[src/rtl/if_id_reg_pkg.sv]
// ---------------------------------------------------------------------------
// if_id_reg_pkg
// Shared constants for the P7 fetch/decode boundary: immediate-extension
// opcodes, the MIPS opcode/funct values the extension decode looks at, the
// fetch exception codes, and the packed layout of the IF/ID stage contents.
// ---------------------------------------------------------------------------
package if_id_reg_pkg;

    // Immediate extender operation select
    localparam logic [2:0] EXT_UNSIGNED = 3'd0;
    localparam logic [2:0] EXT_SIGNED   = 3'd1;
    localparam logic [2:0] EXT_HIGHHALF = 3'd2;
    localparam logic [2:0] EXT_SHIFTAMT = 3'd3;

    // Primary opcodes (instr[31:26])
    localparam logic [5:0] OP_RTYPE = 6'h00;
    localparam logic [5:0] OP_ANDI  = 6'h0C;
    localparam logic [5:0] OP_ORI   = 6'h0D;
    localparam logic [5:0] OP_XORI  = 6'h0E;
    localparam logic [5:0] OP_LUI   = 6'h0F;

    // R-type funct codes (instr[5:0])
    localparam logic [5:0] FUNCT_SLL = 6'h00;
    localparam logic [5:0] FUNCT_SRL = 6'h02;
    localparam logic [5:0] FUNCT_SRA = 6'h03;

    // Exception codes
    localparam logic [4:0] EXC_NONE = 5'd0;
    localparam logic [4:0] EXC_ADEL = 5'd4;

    // Contents of the IF/ID stage
    typedef struct packed {
        logic [31:0] instr;
        logic [31:0] pc;
        logic [4:0]  exccode;
        logic        bd;
        logic        valid;
    } if_id_t;

endpackage

[src/rtl/if_id_reg_ext_op_decode.sv]
// ---------------------------------------------------------------------------
// ext_op_decode
// Combinational map from an instruction word to the immediate-extension
// operation. Shared between the IF/ID register and the D-stage controller.
//
// Ports:
//   instr   in  32  instruction word
//   ext_op  out  3  EXT_UNSIGNED / EXT_SIGNED / EXT_HIGHHALF / EXT_SHIFTAMT
// ---------------------------------------------------------------------------
module ext_op_decode
    import if_id_reg_pkg::*;
(
    input  logic [31:0] instr,
    output logic [2:0]  ext_op
);

    logic [5:0] op;
    logic [5:0] funct;
    logic       unused_mid;

    assign op         = instr[31:26];
    assign funct      = instr[5:0];
    // Register/immediate fields do not take part in the decode
    assign unused_mid = ^instr[25:6];

    always_comb begin
        ext_op = EXT_SIGNED;
        case (op)
            OP_ANDI, OP_ORI, OP_XORI: ext_op = EXT_UNSIGNED;
            OP_LUI:                   ext_op = EXT_HIGHHALF;
            OP_RTYPE: begin
                // Only the constant shifts carry shamt in imm16[10:6]
                if (funct == FUNCT_SLL || funct == FUNCT_SRL || funct == FUNCT_SRA)
                    ext_op = EXT_SHIFTAMT;
            end
            default:                  ext_op = EXT_SIGNED;
        endcase
    end

endmodule

[src/rtl/if_id_reg.sv]
// ---------------------------------------------------------------------------
// if_id_reg
// Fetch-to-decode pipeline register of the P7 five-stage MIPS core.
// Priority at each clock edge: reset > flush > stall > load.
//
// Optional build macro: IFID_KEEP_PC_EN
//   defined   - flush keeps d_pc/d_bd so an interrupt taken on the bubble
//               still reports the right EPC and BD
//   undefined - flush clears d_pc and d_bd to zero
//
// Parameters:
//   RESET_PC   value of d_pc after reset (text-segment base)
// Ports:
//   clk        in   1   pipeline clock
//   reset      in   1   synchronous, active-high
//   f_instr    in  32   fetched instruction
//   f_pc       in  32   PC of f_instr
//   f_exccode  in   5   fetch exception code
//   f_bd       in   1   f_instr is in a branch delay slot
//   stall      in   1   hold all registers
//   flush      in   1   replace contents with a bubble
//   d_instr    out 32   registered instruction
//   d_pc       out 32   registered PC
//   d_exccode  out  5   registered exception code
//   d_bd       out  1   registered delay-slot flag
//   d_valid    out  1   stage holds a real fetched instruction
//   d_imm16    out 16   d_instr[15:0]
//   d_ext_op   out  3   extension opcode decoded from d_instr
// ---------------------------------------------------------------------------
module if_id_reg
    import if_id_reg_pkg::*;
#(
    parameter logic [31:0] RESET_PC = 32'h0000_3000
)
(
    input  logic        clk,
    input  logic        reset,
    input  logic [31:0] f_instr,
    input  logic [31:0] f_pc,
    input  logic [4:0]  f_exccode,
    input  logic        f_bd,
    input  logic        stall,
    input  logic        flush,
    output logic [31:0] d_instr,
    output logic [31:0] d_pc,
    output logic [4:0]  d_exccode,
    output logic        d_bd,
    output logic        d_valid,
    output logic [15:0] d_imm16,
    output logic [2:0]  d_ext_op
);

    if_id_t stage_d;
    if_id_t stage_q;

    always_comb begin
        stage_d = stage_q;
        if (flush) begin
            // Bubble: instr 0 is sll $0,$0,0
            stage_d.instr   = '0;
            stage_d.exccode = EXC_NONE;
            stage_d.valid   = 1'b0;
`ifndef IFID_KEEP_PC_EN
            stage_d.pc      = '0;
            stage_d.bd      = 1'b0;
`endif
        end else if (!stall) begin
            // A faulting fetch is latched unchanged; downstream keys off exccode
            stage_d.instr   = f_instr;
            stage_d.pc      = f_pc;
            stage_d.exccode = f_exccode;
            stage_d.bd      = f_bd;
            stage_d.valid   = 1'b1;
        end
    end

    always_ff @(posedge clk) begin
        if (reset) begin
            stage_q.instr   <= '0;
            stage_q.pc      <= RESET_PC;
            stage_q.exccode <= EXC_NONE;
            stage_q.bd      <= 1'b0;
            stage_q.valid   <= 1'b0;
        end else begin
            stage_q <= stage_d;
        end
    end

    assign d_instr   = stage_q.instr;
    assign d_pc      = stage_q.pc;
    assign d_exccode = stage_q.exccode;
    assign d_bd      = stage_q.bd;
    assign d_valid   = stage_q.valid;
    assign d_imm16   = stage_q.instr[15:0];

    ext_op_decode u_ext_op_decode (
        .instr  (stage_q.instr),
        .ext_op (d_ext_op)
    );

endmodule

[config.mk]
export PLATFORM = sky130hd
export DESIGN_NAME = if_id_reg
export DESIGN_NICKNAME = d
export VERILOG_FILES = /design/src/rtl/if_id_reg_pkg.sv /design/src/rtl/if_id_reg_ext_op_decode.sv /design/src/rtl/if_id_reg.sv
export SDC_FILE = /design/constraint.sdc
export NUM_CORES = 1
export LEC_CHECK = 0
export CORE_MARGIN = 5
export CORE_UTILIZATION = 37
export DETAILED_ROUTE_END_ITERATION = 10
export GPL_TIMING_DRIVEN = 0
export PLACE_DENSITY = 0.8
export SLEW_MARGIN = 20
export SYNTH_ARGS = -nofsm -noshare
export SYNTH_HDL_FRONTEND = slang
export SYNTH_HIERARCHICAL = 1
export SYNTH_SLANG_ARGS = --single-unit
[constraint.sdc]
create_clock -name clk -period 1.19 [get_ports clk]
set_input_delay 0.119 -clock clk [delete_from_list [all_inputs] [get_ports clk]]
set_output_delay 0.119 -clock clk [all_outputs]
set_load 0.05 [all_outputs]
== Word-level counts from Yosys, hierarchy flattened ==
Index checks and enable logic that the tools add are counted.

* Register bits: 71
* Latch bits: 0
* Memory bits (writable): 0
* ROM bits: 0
* Input bits: 74
* Output and inout bits: 90
* Word-level logic and storage cells: 23
* Memories kept: 0

* Add/subtract/negate cells: 0
* Multipliers: 0
* Div/mod/pow operators: 0
* Magnitude comparators: 0
* Eq/ne operators: 7
* Shift-type cells: 0
* Mux-type cells: 4
* Bitwise operators: 0
* Reductions and logical operators: 6

{| class="wikitable"
|+ Operators with widths
! kind !! count
|-
| two-way mux 21 bit || 2
|-
| equality test 6 x 4 -> 1 bit (second input constant) || 4
|-
| equality test 6 x 2 -> 1 bit (second input constant) || 2
|-
| zero test 6 bit || 2
|-
| one-hot mux 3 bit (3 select lines) || 1
|-
| OR reduction 3 bit || 1
|-
| logical OR 1 bit || 2
|-
| two-way mux 2 bit || 1
|-
| inequality test 2 x 1 -> 1 bit (second input constant) || 1
|-
| OR reduction 2 bit || 1
|}

== Depth between registers and ports, before layout ==
* Word-level depth: 5
* Depth in mapped cells: 5
* Mapped depth without buffers: 3

== By module ==
The synthesis kept the hierarchy.

{| class="wikitable"
|+ Modules (own cells, without submodules)
! module !! instances !! cells an instance !! area each (sq um) !! sequential area each (sq um)
|-
| if_id_reg || 1 || 246 || 2647.5 || 1421.4
|-
| ext_op_decode || 1 || 10 || 60.1 || 0.0
|}

== Worst setup path before layout ==
Ideal clock, no wire load.

* Path type: reg2out
* Start point: reg d_instr[29] (netlist name)
* End point: out d_ext_op[1]
* Arrival time: 2129 ps
* Required time: 1071 ps
* Path slack: -1058 ps
* Cell stages (with the launch flop): 3
* Buffers on the path: 0
* Path through: dfxtp_1 -> nand3_1 -> o21ai_1

* Cells in the longest elaborated chain, start to end: 3
* Elaborated cells between the ends (all ways): 7
* Classes of those cells: 4 x eq/ne; 1 x mux; 2 x reduce/logical

{| class="wikitable"
|+ RTL lines
! what !! RTL line !! RTL
|-
| equality test 6 x 4 -> 1 bit || if_id_reg_ext_op_decode.sv:28 || <nowiki>case (op)</nowiki>
|-
| OR reduction 3 bit || if_id_reg_ext_op_decode.sv:28 ||
|-
| one-hot mux 3 bit (3 select lines) * || if_id_reg_ext_op_decode.sv:28 ||
|-
| end: declaration || if_id_reg.sv:50 || <nowiki>output logic [2:0] d_ext_op</nowiki>
|}

Mark *: on every way between the ends. The rest lies on a longest branch, timed or not.

== Worst setup path after layout ==
* Start point: reg d_instr[5] (netlist name)
* End point: out d_ext_op[1]

* Cells in the longest elaborated chain, start to end: 5
* Elaborated cells between the ends (all ways): 7
* Classes of those cells: 2 x eq/ne; 2 x mux; 3 x reduce/logical

{| class="wikitable"
|+ RTL lines
! what !! RTL line !! RTL
|-
| equality test 6 x 2 -> 1 bit or zero test 6 bit (tied branches) || if_id_reg_ext_op_decode.sv:33 || <nowiki>if (funct == FUNCT_SLL || funct == FUNCT_SRL || funct == FUNCT_SRA)</nowiki>
|-
| logical OR 1 bit || if_id_reg_ext_op_decode.sv:33 ||
|-
| logical OR 1 bit * || if_id_reg_ext_op_decode.sv:33 ||
|-
| two-way mux 2 bit * || if_id_reg_ext_op_decode.sv:33 ||
|-
| one-hot mux 3 bit (3 select lines) * || if_id_reg_ext_op_decode.sv:28 ||
|}

Marked as above.

==> impl_metrics.env <==
export IMPL_status="finished with violations"
export IMPL_violations="setup timing"
export IMPL_clk_latency_ns=0.32
export IMPL_fp_coreArea_um2=7180
export IMPL_routed_wl_um=7560
export IMPL_cts_buffers=9
export IMPL_vias_per_cell=4.44
export IMPL_ir_worst_vdd_uv=623
export IMPL_drc=0
export IMPL_drv_slew=0
export IMPL_hold_path_class="primary input to flop"
export IMPL_setup_slack_ns=-0.368
export IMPL_clkTransAtPathRegs_ns=0.07
export IMPL_overflow=0
export IMPL_ys_warn_count=6
export IMPL_grtUsageTotal_pct=16.4
export IMPL_dr_pass1_iters=4
export IMPL_grt_pass1_wl_um=11600
export IMPL_cts_root_buf="clkbuf_8"
export IMPL_drtAntennaViolNets=0
export IMPL_fin_hold_ws_ns=0.193
export IMPL_io_pins=164
export IMPL_synth_async_reset_ratio_pct=0
export IMPL_cp_slowest_cell="dfxtp_2"
export IMPL_post_cts_setup_buffers=0
export IMPL_die_area_um2=9130
export IMPL_synth_cell_type_count=19
export IMPL_clkSinkCount=71
export IMPL_grt_pass1_vias=2367
export IMPL_cts_hold_buf=0
export IMPL_die_h_um=95.5
export IMPL_max_stage_delay_ns=0.35
export IMPL_gp_congestion=0.703
export IMPL_fin_crit_ns=1.56
export IMPL_grt_max_degree=13
export IMPL_cp_start_kind="flop"
export IMPL_ys_flop_type="dfxtp_1"
export IMPL_hold_depth=3
export IMPL_numPortBuffers=161
export IMPL_num_vias=2363
export IMPL_max_freq_ghz=0.642
export IMPL_crit_arrival_ns=1.44
export IMPL_crit_chain="nor4_4 > o2111ai_2 > o21ai_4 > buf_6"
export IMPL_worst_r2r_path_depth=2
export IMPL_end_kind="output port"
export IMPL_drv_cap=0
export IMPL_ys_ff_latch=71
export IMPL_core_rowCount=31
export IMPL_period_share_pct=131
export IMPL_setup_violations=3
export IMPL_cp_required_ns=1.07
export IMPL_syn_inst=256
export IMPL_cp_max_fo=4
export IMPL_syn_num_nets=330
export IMPL_fin_skew_ns=0
export IMPL_power_mw=5.48
export IMPL_ys_seq_area_share_pct=52.5
export IMPL_area_growth_pct=62.6
export IMPL_finalHoldViolations=0
export IMPL_p_per_area_nw_per_um2=1240
export IMPL_routedWlPerCell_um=14.2
export IMPL_synth_edf_count=0
export IMPL_start_util_pct=37.7
export IMPL_dp_hpwl_um=5940
export IMPL_antenna_found_initial=0
export IMPL_rsz0062_at_grt="yes"
export IMPL_antennaDiodeCount=0
export IMPL_drtIter0Drc=26
export IMPL_cts_tree="built"
export IMPL_clk_path_buf_depth=2
export IMPL_drive_above_1_share_pct=37.9
export IMPL_post_place_ws_ns=-0.721
export IMPL_leakage_nw=2.12
export IMPL_design_area_um2=4400
export IMPL_postSynthAreaPerCell_um2=10.6
export IMPL_synth_area_um2=2710
export IMPL_placed_area_um2=4500
export IMPL_fin_nets=502
export IMPL_cts_max_level=3
export IMPL_die_w_um=95.5
export IMPL_worst_setup_path_type="flop to output port"
logic make-up (layout without fill, tap and decap cells):
| kind of cell | count (synthesis) | count (layout) | synth area share (%) |
|---|---|---|---|
| other cells | 1 | 1 | 0.138 |
| mux | 70 | 70 | 25.9 |
| compound gates | 5 | 5 | 1.25 |
| flops | 71 | 71 | 52.5 |
| buf+inv | 35 | 212 | 8.50 |
| simple gates | 74 | 74 | 11.7 |
area by class of cell:
class,count,area [µm²]
clock inverters,6,61.3
inverters,2,7.51
repair buffers,161,1300
well taps,99,124
clock buffers,10,128
multi-input cells,150,1110
plain buffers,33,229
flip-flops and latches,71,1450
fillers,669,2770
cells in the final DEF, fill, tap and decap left out:
cell and instances:
mux2i_1 70, or2_1 1, o21bai_1 2, nor2_4 1, buf_2 63, o21ai_4 1, clkinvlp_4 1, clkbuf_2 5
buf_6 5, dlygate4sd2_1 1, nor4_4 1, a21oi_1 1, nand3_4 1, clkdlybuf4s18_2 10, bufinv_16 1, nor2_1 58
clkinv_4 1, buf_4 27, nand2_1 1, dfxtp_1 59, inv_1 2, nor4_2 1, clkbuf_4 7, dfxtp_4 4
clkinv_2 3, clkbuf_8 9, conb_1 1, dfxtp_2 8, clkdlybuf4s15_2 4, nor2_2 10, clkbuf_1 1, o2111ai_2 1
clkdlybuf4s50_1 72
per-stage QoR:
step	TNS, ns	std cells	utilization, %
global route	-0.700	532	61.3
floorplan	-0.0435	256	-
finish	-0.589	532	61.3
global placement	-22.77	516	62.7
CTS	-0.627	532	64.0
detailed placement	-24.74	516	62.7
state kept, by name, indices dropped and copies added, names as in the netlist:
register,flops
d_bd,1
d_exccode,5
d_instr,32
d_pc,32
d_valid,1
routing by layer:
metal	GRT usage, %	vias up	wire (µm)
li1	-	1170	-
met1	18.9	1087	3030
met2	28.0	99	3730
met3	5.60	7	718
met4	5.69	0	81
met5	0	-	0
synth_stat cells (2+ instances only):
library cell / number / area [µm²]
mux2i_1: 70 / 701
clkbuf_1: 5 / 18.8
inv_1: 2 / 7.51
buf_4: 18 / 135
nor2_2: 10 / 62.6
nor2_1: 59 / 221
dfxtp_1: 71 / 1420
buf_2: 7 / 35.0
o21bai_1: 2 / 15.0
buf_6: 3 / 33.8
final timing paths:
kind	startpoint	slack [ns]	endpoint
setup / recovery	d_instr[5]	-0.37	d_ext_op[1]
hold / removal	stall	0.19	d_pc[13]
setup reg to reg	d_instr[29]	0.52	d_instr[29]
hold reg to reg	d_valid	0.45	d_valid
repair_timing:
item | in CTS | in global routing
endpoints found under the setup margin | 89 | 92
gates cloned | 0 | 0
gates resized for setup | 369 | 89
worst max-delay path, delay by kind of cell (launching register included):
kind	cells	cell delay (ns)
AOI/OAI and AO/OA	2	0.28
and+or+nand+nor	1	0.31
DFF	1	0.35
buffers and inverters	1	0.17
report_power, final:
part / leakage, nW / switching (mW) / total, mW / internal [mW]
Sequential: 0.586 / 0.0535 / 2.51 / 2.45
Clock: 0.0960 / 0.878 / 1.84 / 0.961
Combinational: 1.44 / 0.641 / 1.13 / 0.489
Total: 2.12 / 1.57 / 5.48 / 3.90
Note: power is estimated with default switching activity, not from simulation.
